<file path="src/rtl/seq_array_mult_if.sv">
// Operand/result handshake bundle for the sequential shift-add multiplier.
// The slave modport is the multiplier's view; the master modport is the
// operand source / result consumer view.
interface seq_array_mult_if #(
  parameter int WIDTH = 8
);
  logic                   in_valid;
  logic                   in_ready;
  logic [WIDTH-1:0]       in_a;
  logic [WIDTH-1:0]       in_b;
  logic                   in_signed;
  logic                   out_valid;
  logic                   out_ready;
  logic [2*WIDTH-1:0]     out_product;
  logic                   busy;

  modport slave (
    input  in_valid, in_a, in_b, in_signed, out_ready,
    output in_ready, out_valid, out_product, busy
  );

  modport master (
    output in_valid, in_a, in_b, in_signed, out_ready,
    input  in_ready, out_valid, out_product, busy
  );
endinterface

</file>
<file path="src/rtl/seq_array_mult.sv">
// Iterative shift-add multiplier: WIDTH x WIDTH -> 2*WIDTH, unsigned or
// two's-complement per operation. Operands are reduced to magnitudes on
// accept, multiplied one multiplier bit per clock, and the sign is applied
// in a single fix-up cycle before the result is presented.
module seq_array_mult #(
  parameter int WIDTH     = 8,
  parameter bit SIGNED_EN = 1'b1
) (
  input  logic             clk,
  input  logic             rst,
  seq_array_mult_if.slave  bus
);

  localparam int CNT_W = (WIDTH > 2) ? $clog2(WIDTH) : 1;
  localparam logic [CNT_W-1:0]     CNT_LAST = CNT_W'(WIDTH - 1);
  localparam logic [CNT_W-1:0]     CNT_ONE  = {{(CNT_W-1){1'b0}}, 1'b1};
  localparam logic [2*WIDTH-1:0]   PROD_ONE = {{(2*WIDTH-1){1'b0}}, 1'b1};
  localparam logic [WIDTH-1:0]     OPD_ONE  = {{(WIDTH-1){1'b0}}, 1'b1};

  typedef enum logic [1:0] {
    ST_IDLE = 2'd0,
    ST_BUSY = 2'd1,
    ST_FIX  = 2'd2,
    ST_DONE = 2'd3
  } state_t;

  state_t               state_r;
  state_t               next_state_s;

  logic [WIDTH-1:0]     a_mag_r;
  logic [WIDTH-1:0]     b_mag_r;
  logic [2*WIDTH-1:0]   acc_r;
  logic [2*WIDTH-1:0]   product_r;
  logic                 neg_r;
  logic [CNT_W-1:0]     cnt_r;

  logic                 in_ready_r;
  logic                 out_valid_r;
  logic                 busy_r;
  logic                 in_ready_s;
  logic                 out_valid_s;
  logic                 busy_s;

  logic                 mode_s;
  logic [WIDTH:0]       sum_s;
  logic [2*WIDTH-1:0]   acc_next_s;

  // Unsigned magnitude of an operand; -2^(WIDTH-1) maps onto itself, which
  // is exactly 2^(WIDTH-1) when read back as unsigned.
  function automatic logic [WIDTH-1:0] magnitude(input logic [WIDTH-1:0] value,
                                                 input logic             is_signed);
    logic [WIDTH-1:0] result;
    if (is_signed && value[WIDTH-1]) begin
      result = ~value + OPD_ONE;
    end else begin
      result = value;
    end
    return result;
  endfunction

  // Sign handling is only live when the build enables it.
  assign mode_s = bus.in_signed & SIGNED_EN;

  // State register.
  always_ff @(posedge clk or posedge rst) begin
    if (rst) begin
      state_r <= ST_IDLE;
    end else begin
      state_r <= next_state_s;
    end
  end

  // Next-state decode.
  always_comb begin
    next_state_s = state_r;
    case (state_r)
      ST_IDLE: begin
        if (bus.in_valid) begin
          next_state_s = ST_BUSY;
        end else begin
          next_state_s = ST_IDLE;
        end
      end
      ST_BUSY: begin
        if (cnt_r == CNT_LAST) begin
          next_state_s = ST_FIX;
        end else begin
          next_state_s = ST_BUSY;
        end
      end
      ST_FIX: begin
        next_state_s = ST_DONE;
      end
      ST_DONE: begin
        if (bus.out_ready) begin
          next_state_s = ST_IDLE;
        end else begin
          next_state_s = ST_DONE;
        end
      end
      default: begin
        next_state_s = ST_IDLE;
      end
    endcase
  end

  // Handshake/status outputs decoded from the upcoming state so they can be
  // registered and still line up with the state they describe.
  always_comb begin
    in_ready_s  = 1'b0;
    out_valid_s = 1'b0;
    busy_s      = 1'b1;
    case (next_state_s)
      ST_IDLE: begin
        in_ready_s = 1'b1;
        busy_s     = 1'b0;
      end
      ST_BUSY: begin
        busy_s = 1'b1;
      end
      ST_FIX: begin
        busy_s = 1'b1;
      end
      ST_DONE: begin
        out_valid_s = 1'b1;
      end
      default: begin
        in_ready_s  = 1'b0;
        out_valid_s = 1'b0;
      end
    endcase
  end

  // Output flag registers.
  always_ff @(posedge clk or posedge rst) begin
    if (rst) begin
      in_ready_r  <= 1'b1;
      out_valid_r <= 1'b0;
      busy_r      <= 1'b0;
    end else begin
      in_ready_r  <= in_ready_s;
      out_valid_r <= out_valid_s;
      busy_r      <= busy_s;
    end
  end

  // One shift-add step: conditionally add |A| into the upper half, then
  // shift {carry, acc} right so the carry lands in the top bit.
  always_comb begin
    sum_s = {1'b0, acc_r[2*WIDTH-1:WIDTH]};
    if (b_mag_r[0]) begin
      sum_s = sum_s + {1'b0, a_mag_r};
    end else begin
      sum_s = {1'b0, acc_r[2*WIDTH-1:WIDTH]};
    end
    acc_next_s = {sum_s, acc_r[WIDTH-1:1]};
  end

  // Datapath: operand capture, iteration, and sign fix-up.
  always_ff @(posedge clk or posedge rst) begin
    if (rst) begin
      a_mag_r   <= '0;
      b_mag_r   <= '0;
      acc_r     <= '0;
      product_r <= '0;
      neg_r     <= 1'b0;
      cnt_r     <= '0;
    end else begin
      case (state_r)
        ST_IDLE: begin
          if (bus.in_valid) begin
            a_mag_r <= magnitude(bus.in_a, mode_s);
            b_mag_r <= magnitude(bus.in_b, mode_s);
            neg_r   <= mode_s & (bus.in_a[WIDTH-1] ^ bus.in_b[WIDTH-1]);
            acc_r   <= '0;
            cnt_r   <= '0;
          end
        end
        ST_BUSY: begin
          acc_r   <= acc_next_s;
          b_mag_r <= {1'b0, b_mag_r[WIDTH-1:1]};
          cnt_r   <= cnt_r + CNT_ONE;
        end
        ST_FIX: begin
          // Negating zero yields zero, so a zero product never turns negative.
          product_r <= neg_r ? (~acc_r + PROD_ONE) : acc_r;
        end
        ST_DONE: begin
          product_r <= product_r;
        end
        default: begin
          acc_r <= acc_r;
        end
      endcase
    end
  end

  assign bus.in_ready    = in_ready_r;
  assign bus.out_valid   = out_valid_r;
  assign bus.busy        = busy_r;
  assign bus.out_product = product_r;

endmodule

</file>
<file path="src/flat_wrapper.sv">
// flat-port wrapper written by rule: the top's interface ports become plain ports
module seq_array_mult_flat 
#(
  parameter int WIDTH     = 8,
  parameter bit SIGNED_EN = 1'b1
)
  (clk, rst, bus_in_valid, bus_in_a, bus_in_b, bus_in_signed, bus_out_ready, bus_in_ready, bus_out_valid, bus_out_product, bus_busy);
  seq_array_mult_if #(.WIDTH(WIDTH)) bus_i ();
  input  logic clk;
  input  logic rst;
  input wire logic [$bits(bus_i.in_valid)-1:0] bus_in_valid;
  input wire logic [$bits(bus_i.in_a)-1:0] bus_in_a;
  input wire logic [$bits(bus_i.in_b)-1:0] bus_in_b;
  input wire logic [$bits(bus_i.in_signed)-1:0] bus_in_signed;
  input wire logic [$bits(bus_i.out_ready)-1:0] bus_out_ready;
  output wire logic [$bits(bus_i.in_ready)-1:0] bus_in_ready;
  output wire logic [$bits(bus_i.out_valid)-1:0] bus_out_valid;
  output wire logic [$bits(bus_i.out_product)-1:0] bus_out_product;
  output wire logic [$bits(bus_i.busy)-1:0] bus_busy;
  assign bus_i.in_valid = bus_in_valid;
  assign bus_i.in_a = bus_in_a;
  assign bus_i.in_b = bus_in_b;
  assign bus_i.in_signed = bus_in_signed;
  assign bus_i.out_ready = bus_out_ready;
  assign bus_in_ready = bus_i.in_ready;
  assign bus_out_valid = bus_i.out_valid;
  assign bus_out_product = bus_i.out_product;
  assign bus_busy = bus_i.busy;
  seq_array_mult #(.WIDTH(WIDTH), .SIGNED_EN(SIGNED_EN)) u_core (.clk(clk), .rst(rst), .bus(bus_i));
endmodule
</file>
<file path="config.mk">
export PLATFORM = sky130hd
export DESIGN_NAME = seq_array_mult_flat
export DESIGN_NICKNAME = d
export VERILOG_FILES = /design/src/rtl/seq_array_mult_if.sv /design/src/rtl/seq_array_mult.sv /design/src/flat_wrapper.sv
export SDC_FILE = /design/constraint.sdc
export NUM_CORES = 1
export LEC_CHECK = 0
export ABC_AREA = 1
export CAP_MARGIN = 20
export CORE_ASPECT_RATIO = 0.8
export CORE_UTILIZATION = 48
export CTS_CLUSTER_DIAMETER = 30
export DETAILED_ROUTE_END_ITERATION = 7
export DONT_BUFFER_PORTS = 1
export PLACE_DENSITY = 0.73
export RECOVER_POWER = 25
export SYNTH_ARGS = -nofsm -noshare
export SYNTH_HDL_FRONTEND = slang
export SYNTH_SLANG_ARGS = --single-unit
</file>
<file path="constraint.sdc">
create_clock -name clk -period 1.6 [get_ports clk]
set_clock_uncertainty 0.15 [all_clocks]
set_input_delay 0.08 -clock clk [delete_from_list [all_inputs] [get_ports clk]]
set_output_delay 0.08 -clock clk [all_outputs]
set_load 0.02 [all_outputs]
</file>
==> reports/summary.txt <==
kind of critical path = flop to flop
mean post-synth cell area = 7.845 sq um
fmax = 574.8 MHz
slowest stage delay, CP = 0.39 ns
initial antenna violation count = 0
clock root cell = clkbuf_8
synth warn = 0
Layout fillers = 539
HPWL after detailed placement = 5475 um
Max Slew Vio Count = 0
Leakage Power = 2.024 nW
wire length on met3 = 383 um
share of power burned in combinational logic = 52.5%
relative slew slack = 61.44%
worst r2r src = u_core.a_mag_r[0]$_DFFE_PP0P_
CP max FO = 2
initial core utilization = 50.29%
First-pass DRT Iterations = 5
TritonCTS clock tree = done
met1 wire length = 3734 um
Die X = 94.08 um
Hold Vio Cnt, Final = 0
total grt overflow = 0
Cells after Synth = 415
largest net degree at the start of global routing = 32
drt drc = 0
top sig layer = met4
setup slack after layout = -0.1398 ns
setup tns final = -0.5415 ns
Worst-Margin Slew = 0.5772 ns
Clk Latency, worst-skew pair = 0.34 ns
wire per inst = 14.71 um
share of cells above drive strength 1 = 19.33%
top-count cell post-synth = nand2_1
Inserted Diodes = 0
Synth top cells by count = nand2_1 (113), dfrtp_1 (56), inv_1 (45), nand3_1 (34), nor2_1 (33)
Cell Int Power = 4.786 mW
Cell Area, Placed = 3483 sq um
H-tree levels = 3
period utilization = 108.7%
Final Util = 63.22%
CP Buf/Inv Count = 0
clock transition at the registers of the reported paths = 0.07 ns
Inserted Clock Buffers = 9
Post-synth top flop = dfrtp_1
Routed Antenna Nets = 0
die area = 7118 sq um
Synthesized Nets = 450
Yosys top cell area share = 43.04%
drt total wl = 8238 um
Post-synth EDFFs = 0
WP data arrival = 1.81 ns
Std-Cell Rows = 26
count of final setup violators = 7
top cells by area, synth = dfrtp_1 (43%), nand2_1 (13%), nand3_1 (5.2%), inv_1 (5.2%), ha_1 (5.0%)
final std cells w/o fill = 560
Worst path slowest cell = dfrtp_1
Netlist cell types = 33
post-synthesis sequential area ratio = 43.85%
Async SR Flop Fraction = 100.0%
Max rail drop VDD = 1.179 mV
IO Count = 40
violated checks = negative setup slack
GPL Wtd Cong = 0.8174
first-pass GRT wire length = 13,140 um
Finished Cell Area = 4093 sq um
placed cells = 512
via count = 3,072
core area = 6474 sq um
sequential cell area = 1429 sq um
CTS Sinks = 57
Layout Nets = 506
vias per inst = 5.486
total track usage = 24.43%
die height = 75.66 um
CP Capture Type = flop
leading area contributor after synthesis = dfrtp_1
PwrDens = 2129 nW/um^2
Top delay family on crit path = adder cells
Max Cap Viol = 0
Worst Hold Class = primary input to asynchronous set/reset pin
vias in the first global route = 2,857
Switch Pwr = 3.928 mW
initial drt markers = 246
post-synthesis register bit count = 57
Sequential Power Share = 32.8%
run status = finished with violations
crit path from = u_core.a_mag_r[0]$_DFFE_PP0P_
min Tclk post-route = 1.740 ns
clock power share = 14.7%
worst-path cell chain = ha_2 > fa_2 > nand2_2 > nand2_2 > nand3b_1 > nand2_1 > nand2_1 > nand2_1 > nand2_1 > o21ai_1
met2 routed WL = 3981 um
most frequent cell on the critical path = nand2_1
crit start category = flop
Switching Share = 45.08%
Buffers on Ports = 0
Syn Std Cell Area = 3256 sq um
multi-input logic area = 1707 sq um
critical path data required time = 1.67 ns
area delta synth->final = 25.71%
Max clock buf depth = 2
RSZ-0062 raised after global routing = true
WHS = 0.1320 ns
kinds of logic (layout without fill, tap and decap cells):
logic type | count (synthesis) | after routing | share of synthesized area, %
and+or+nand+nor | 198 | 198 | 26.13
buffers and inverters | 59 | 120 | 8.339
AOI/OAI and AO/OA | 78 | 78 | 13.64
adders and majority gates | 14 | 14 | 5.611
xor gates and xnor gates | 9 | 9 | 2.421
DFF | 57 | 57 | 43.85
cells in the final DEF (no fill, tap or decap), drive strengths merged:
master and instances:
a21oi 21, a21o 1, or2 2, a22o 2, nand4 6, inv 47
nor2 34, o21ai 32, xnor2 1, dfstp 1, bufinv 1, o22ai 11
a31oi 3, dlygate4sd3 22, ha 13, o221ai 1, a22oi 6, buf 34
o211ai 1, nand2 116, clkinv 3, xor2 8, fa 1, dfrtp 56
nand3b 3, clkbuf 12, nand3 35, clkinvlp 1, nor3 2
worst register-to-register path, stage by stage, from the launching register on:
cell	delay [ns]
dfrtp_1	0.39
ha_2	0.21
fa_2	0.35
nand2_2	0.09
nand2_2	0.06
nand3b_1	0.09
nand2_1	0.05
nand2_1	0.07
nand2_1	0.05
nand2_1	0.05
o21ai_1	0.06
worst paths after layout:
check | to | slack [ns] | cells after the start
setup / recovery | u_core.acc_r[15]$_DFFE_PP0P_ | -0.14 | 10
hold / removal | u_core.bus.busy$_DFF_PP0_ | 0.13 | 2
setup reg to reg | u_core.acc_r[15]$_DFFE_PP0P_ | -0.14 | 10
hold reg to reg | u_core.cnt_r[0]$_DFFE_PP0P_ | 0.34 | 1
max in group asynchronous | u_core.acc_r[3]$_DFFE_PP0P_ | 0.63 | 3
min in group clk | u_core.bus.out_valid$_DFF_PP0_ | 0.29 | 2
sequential cells by signal, summed over array words and instances, names as in the netlist:
name	cells
u_core.cnt_r	3
u_core.b_mag_r	8
u_core.bus.busy	1
u_core.state_r	2
u_core.bus.out_valid	1
u_core.bus.out_product	16
u_core.neg_r	1
u_core.acc_r	16
u_core.bus.in_ready	1
u_core.a_mag_r	8
power groups by stage:
stage               Sequential [mW]  Combinational [mW]  Clock (mW)
global route                   2.93                5.11        1.37
global placement               2.82                3.64           0
floorplan                      2.75                2.79           0
finish                         2.86                4.57        1.28
detailed placement             2.84                3.74           0
CTS                            2.85                4.05        1.29
per-stage QoR:
| stage | setup WS [ns] | total power, mW |
|---|---|---|
| global placement | -0.09687 | 6.461 |
| finish | -0.1398 | 8.714 |
| CTS | -0.1190 | 8.192 |
| floorplan | -0.06650 | 5.540 |
| detailed placement | -0.1635 | 6.576 |
| global route | -0.2137 | 9.405 |
layer usage:
| layer | track usage [%] | vias to the layer above |
|---|---|---|
| met5 | 0 | - |
| met4 | 8.376 | 0 |
| met3 | 6.687 | 17 |
| met2 | 39.74 | 102 |
| met1 | 31.92 | 1464 |
| li1 | - | 1489 |
cell type report:
type / count / area share, %
multi-input combinational: 299 / 41.70
tap: 84 / 2.568
clock buffer: 12 / 3.302
inverter: 48 / 4.494
clock inverter: 4 / 1.101
timing repair buffer: 56 / 11.92
sequential: 57 / 34.91
repair_timing:
item | in CTS | in global routing
endpoints found under the setup margin | 10 | 19
gates resized for setup | 11 | 32
hold endpoints to repair | 80 | 1
hold buffers | 21 | 2
pin swaps | 4 | 14
buffers inserted | 6 | 4
Note: power is estimated with default switching activity, not from simulation.
